`config.mk`:
```
export PLATFORM = sky130hd
export DESIGN_NAME = logic_shift_unit
export DESIGN_NICKNAME = d
export VERILOG_FILES = /design/src/rtl/logic_shift_unit.sv
export SDC_FILE = /design/constraint.sdc
export NUM_CORES = 1
export LEC_CHECK = 0
export BUFFER_PORTS_ARGS = -buffer_cell sky130_fd_sc_hd__buf_2
export CAP_MARGIN = 20
export CORE_UTILIZATION = 59
export CTS_CLUSTER_SIZE = 10
export DETAILED_ROUTE_END_ITERATION = 6
export PLACE_DENSITY = 0.83
export SLEW_MARGIN = 20
export SYNTH_ARGS = -nofsm -noshare
export SYNTH_HDL_FRONTEND = slang
export SYNTH_SLANG_ARGS = --single-unit
```
`constraint.sdc`:
```
create_clock -name clk -period 6.35 [get_ports clk]
set_clock_uncertainty 0.2 [all_clocks]
set_input_delay 0.635 -clock clk [delete_from_list [all_inputs] [get_ports clk]]
set_output_delay 0.635 -clock clk [all_outputs]
set_load 0.03 [all_outputs]
```
`src/rtl/logic_shift_unit.sv`:
```
// Multi-cycle logic/shift unit: bitwise ops finish in one cycle, shifts and
// rotates step one bit per clock through a work register before reporting.
module logic_shift_unit #(
  parameter int N = 8,
  localparam int SW = $clog2(N)
) (
  input  logic         clk,
  input  logic         rst,
  input  logic         start,
  input  logic [2:0]   op,
  input  logic [N-1:0] A,
  input  logic [N-1:0] B,
  output logic [N-1:0] result,
  output logic         busy,
  output logic         done,
  output logic         zf,
  output logic         nf,
  output logic         cf,
  output logic [1:0]   state_dbg_o
);

  typedef enum logic [1:0] {
    IDLE  = 2'd0,
    SHIFT = 2'd1,
    DONE  = 2'd2
  } state_t;

  state_t         state_q, state_d;
  logic [2:0]     op_q, op_d;
  logic [N-1:0]   work_q, work_d;
  logic [SW-1:0]  cnt_q, cnt_d;
  logic [N-1:0]   result_q, result_d;
  logic           zf_q, zf_d, nf_q, nf_d, cf_q, cf_d;

  logic [N-1:0]   logic_r;
  logic [N-1:0]   step_w;
  logic           step_c;
  logic           is_shift;

  always_comb begin
    logic_r = '0;
    case (op)
      3'b000:  logic_r = A & B;
      3'b001:  logic_r = A | B;
      3'b010:  logic_r = A ^ B;
      default: logic_r = A;
    endcase
  end

  assign is_shift = (op == 3'b011) || op[2];

  // One-bit step of the latched operation; step_c is the bit leaving the word.
  always_comb begin
    step_w = work_q;
    step_c = 1'b0;
    case (op_q)
      3'b011: begin step_w = {1'b0, work_q[N-1:1]};        step_c = work_q[0];   end
      3'b100: begin step_w = {work_q[N-2:0], 1'b0};        step_c = work_q[N-1]; end
      3'b101: begin step_w = {work_q[0], work_q[N-1:1]};   step_c = work_q[0];   end
      3'b110: begin step_w = {work_q[N-2:0], work_q[N-1]}; step_c = work_q[N-1]; end
      3'b111: begin step_w = {work_q[N-1], work_q[N-1:1]}; step_c = work_q[0];   end
      default: ;
    endcase
  end

  // Handshake: start is taken only in IDLE (busy=0); busy stays high through
  // the DONE cycle, so the next request can land no earlier than after done.
  always_comb begin
    state_d  = state_q;
    op_d     = op_q;
    work_d   = work_q;
    cnt_d    = cnt_q;
    result_d = result_q;
    zf_d     = zf_q;
    nf_d     = nf_q;
    cf_d     = cf_q;
    case (state_q)
      IDLE: begin
        if (start) begin
          op_d   = op;
          work_d = A;
          cnt_d  = B[SW-1:0];
          if (!is_shift || (B[SW-1:0] == '0)) begin
            state_d  = DONE;
            result_d = logic_r;
            zf_d     = (logic_r == '0);
            nf_d     = logic_r[N-1];
            cf_d     = 1'b0;
          end else begin
            state_d = SHIFT;
          end
        end
      end
      SHIFT: begin
        work_d = step_w;
        cnt_d  = cnt_q - 1'b1;
        if (cnt_q == SW'(1)) begin
          state_d  = DONE;
          result_d = step_w;
          zf_d     = (step_w == '0);
          nf_d     = step_w[N-1];
          cf_d     = step_c;
        end
      end
      DONE:    state_d = IDLE;
      default: state_d = IDLE;
    endcase
  end

  always_ff @(posedge clk) begin
    if (rst) begin
      state_q  <= IDLE;
      op_q     <= '0;
      work_q   <= '0;
      cnt_q    <= '0;
      result_q <= '0;
      zf_q     <= 1'b0;
      nf_q     <= 1'b0;
      cf_q     <= 1'b0;
    end else begin
      state_q  <= state_d;
      op_q     <= op_d;
      work_q   <= work_d;
      cnt_q    <= cnt_d;
      result_q <= result_d;
      zf_q     <= zf_d;
      nf_q     <= nf_d;
      cf_q     <= cf_d;
    end
  end

  assign result      = result_q;
  assign zf          = zf_q;
  assign nf          = nf_q;
  assign cf          = cf_q;
  assign busy        = (state_q != IDLE);
  assign done        = (state_q == DONE);
  assign state_dbg_o = state_q;

endmodule
```
==> impl_metrics.py <==
metrics = {
    "status": {
        "outcome": "completed",
    },
    "sta": {
        "fmax_mhz": 419,
        "worst_pin_slew_ps": 647,
        "period_share_pct": 37.6,
        "setup-violations-final": 0,
        "whs_ps": 262,
        "slew_headroom_pct": 56.7,
        "period_minus_slack_ps": 2390,
        "final-hold-violation-count": 0,
        "layout_setup_ws_ps": 3960,
        "maxSlewViolCount": 0,
        "setup-tns-final_ps": 0,
        "rsz0062_at_grt": "no",
    },
    "job": {
        "cap_violations": 0,
    },
    "setup_path": {
        "crit_chain": "buf_2 > inv_1 > ha_1 > mux2_1 > o211ai_1 > o211ai_1 > a2111oi_0 > nand4_1 > a311oi_2",
        "slowest_delay_ps": 410,
        "critical_path.startpoint_type": "primary input",
        "required_ps": 6420,
        "path_common_cell": "o211ai_1",
        "worstSetupEndpointType": "register",
        "setup.worst_path.class": "primary input to register",
        "arrival_ps": 2460,
        "crit_path_top_delay_cell": "a2111oi_0",
        "critPathMaxFanout": 3,
    },
    "floorplanning": {
        "num_rows": 20,
        "start_util_pct": 62.1,
        "ios": 37,
        "die-area_um2": 3440,
        "die_w_um": 58.7,
        "core_um2": 3050,
        "die_h_um": 58.7,
    },
    "pwr": {
        "powerDensity_nw_per_um2": 220,
        "p_leak_nw": 0.943,
        "ir_drop_uv": 165,
    },
    "clock_tree": {
        "cts-htree-levels": 1,
        "root_buffer": "clkbuf_4",
        "cts_buffer_depth": 2,
        "cts_tree": "done",
        "cts_setup_buffers": 0,
        "cts_buffers": 3,
        "ctsHoldBuffers": 0,
        "clk_pin_slew_ps": 160,
        "cts_resized": 0,
        "cts_sinks": 26,
        "clock_latency_ps": 330,
    },
    "synthesis": {
        "synth_top_family_by_area": "compound AO/OA/AOI/OAI gates",
        "synth_top_cell_by_area": "dfxtp_1",
        "synth_top_area_share_pct": 27.5,
        "post_synth_num_cell_types": 48,
        "synthCells": 234,
        "yosysSeqAreaShare_pct": 27.5,
        "synth.area.mux_share_pct": 4.49,
        "ys_seq_elements": 26,
        "synth.area.top_cells": "dfxtp_1 (27%), ha_1 (12%), nor2_1 (5.5%), a21oi_1 (4.8%), inv_1 (4.6%)",
        "synth_common_cells": "nor2_1 (28), dfxtp_1 (26), inv_1 (23)",
        "yosys.area_share.simple_pct": 18.0,
        "synthesis.nets": 274,
        "syn_area_per_cell_um2": 8.10,
        "synth_compound_area_share_pct": 28.6,
        "yosysMostFrequentCell": "nor2_1",
        "synth_edf_count": 0,
        "synth_area_um2": 1900,
        "ys.flop_type": "dfxtp_1",
        "async_flop_share_pct": 0,
        "synth_xor_area_share_pct": 0,
        "synth-warning-count": 0,
        "synth_fa_ha_area_share_pct": 11.9,
    },
    "global_route": {
        "grt_pass1_vias": 1629,
        "grt_pass1_wl_um": 7360,
        "grt_antenna_before_repair": 0,
        "overflow": 0,
        "grt_max_degree": 27,
        "grt_use_total_pct": 28.2,
    },
    "routing": {
        "remaining_drc_errors": 0,
        "drtIter0Drc": 89,
        "final_antenna_net_count": 0,
        "wl_per_cell_um": 15.1,
        "firstDrtPassIters": 4,
        "vias_per_cell": 5.97,
        "totalWireLength_um": 4580,
        "via_count": 1815,
    },
    "final_layout": {
        "area_delta_synth_final_pct": 10.2,
        "antenna_cells": 0,
        "n_fill_cell": 290,
        "final_core_utilization_pct": 68.4,
        "final_nets": 301,
        "drive_gt1_share_pct": 19.2,
    },
    "placed_design": {
        "gp_congestion": 0.867,
        "pre_cts_slack_ps": 3610,
        "portBuffers": 36,
        "post-dp-hpwl_um": 3410,
    },
    "hold_path": {
        "hp-class": "register to register",
    },
}
## critical path, delay by kind of cell
kind / cells / cell delay (ps)
buf+inv: 2 / 150
mux: 1 / 290
fa+ha+maj: 1 / 280
compound gates: 4 / 920
simple gates: 1 / 160
## logic make-up (layout without fill, tap and decap cells)
kind of cell | count (synthesis) | count (layout)
AND/OR/NAND/NOR | 70 | 70
adder cells (fa/ha/maj) | 18 | 18
flip-flops | 26 | 26
multiplexers | 8 | 8
buffers and inverters | 37 | 63
AO/OA/AOI/OAI | 75 | 75
## placed cells by master (no fill, tap or decap), types with 2 or more instances in the layout
cell	instances
a221oi_1	5
ha_1	18
o221ai_1	6
a22oi_1	7
mux2_1	3
clkbuf_4	3
buf_2	36
o21ai_0	7
a221o_1	2
o211ai_1	6
nand2_1	14
nor2_1	28
a32oi_1	4
nand3_1	2
or2b_1	4
inv_1	23
nand2b_1	4
dfxtp_1	26
or2_2	3
a311oi_1	4
a211oi_1	4
nor2b_1	3
a21oi_1	18
mux2i_1	4
nand4_1	2
nor3_1	5
## flip-flops by register name, summed over array words and instances, names as in the netlist
name / cells
result: 8
work_q: 8
zf: 1
cf: 1
cnt_q: 3
op_q: 3
state_dbg_o: 2
## area by class of cell
| class | count | area, µm² | share of cell area, % |
|---|---|---|---|
| Clock buffer | 3 | 22.5 | 1.08 |
| Tap cell | 44 | 55.1 | 2.64 |
| Inverter | 23 | 86.3 | 4.13 |
| Multi-Input combinational cell | 171 | 1190 | 57.2 |
| Timing Repair Buffer | 36 | 180 | 8.63 |
| Clock inverter | 1 | 30.0 | 1.44 |
| Sequential cell | 26 | 520 | 24.9 |
## per-stage QoR
step / cell area [µm²] / cells / total power [mW]
CTS: 2090 / 304 / 0.459
floorplan: 1900 / 234 / 0.309
global placement: 2040 / 300 / 0.341
detailed placement: 2040 / 300 / 0.344
finish: 2090 / 304 / 0.460
global route: 2090 / 304 / 0.486
## where the power goes
| part | switching [mW] | leakage [nW] | internal, mW |
|---|---|---|---|
| combinational | 0.0940 | 0.701 | 0.0551 |
| clock | 0.0535 | 0.0279 | 0.0639 |
| sequential | 0.0137 | 0.214 | 0.180 |
| total | 0.161 | 0.943 | 0.298 |
## layer usage
layer	global-route usage [%]	routed length, µm	up-vias
li1	-	-	900
met1	36.3	1920	840
met2	48.4	2240	66
met3	5.71	332	9
met4	6.80	82	0
met5	0	0	-
## worst paths after layout
kind                          startpoint                      to  slack (ps)  depth (start not counted)
setup / recovery                    A[0]         zf$_SDFFE_PP0P_        3960                          9
hold / removal    result[0]$_SDFFE_PP0P_  result[0]$_SDFFE_PP0P_         260                          2
setup reg to reg    op_q[0]$_SDFFE_PP0P_         zf$_SDFFE_PP0P_        4110                          5
hold reg to reg   result[0]$_SDFFE_PP0P_  result[0]$_SDFFE_PP0P_         260                          2
Power figures use the tool's default switching activity.
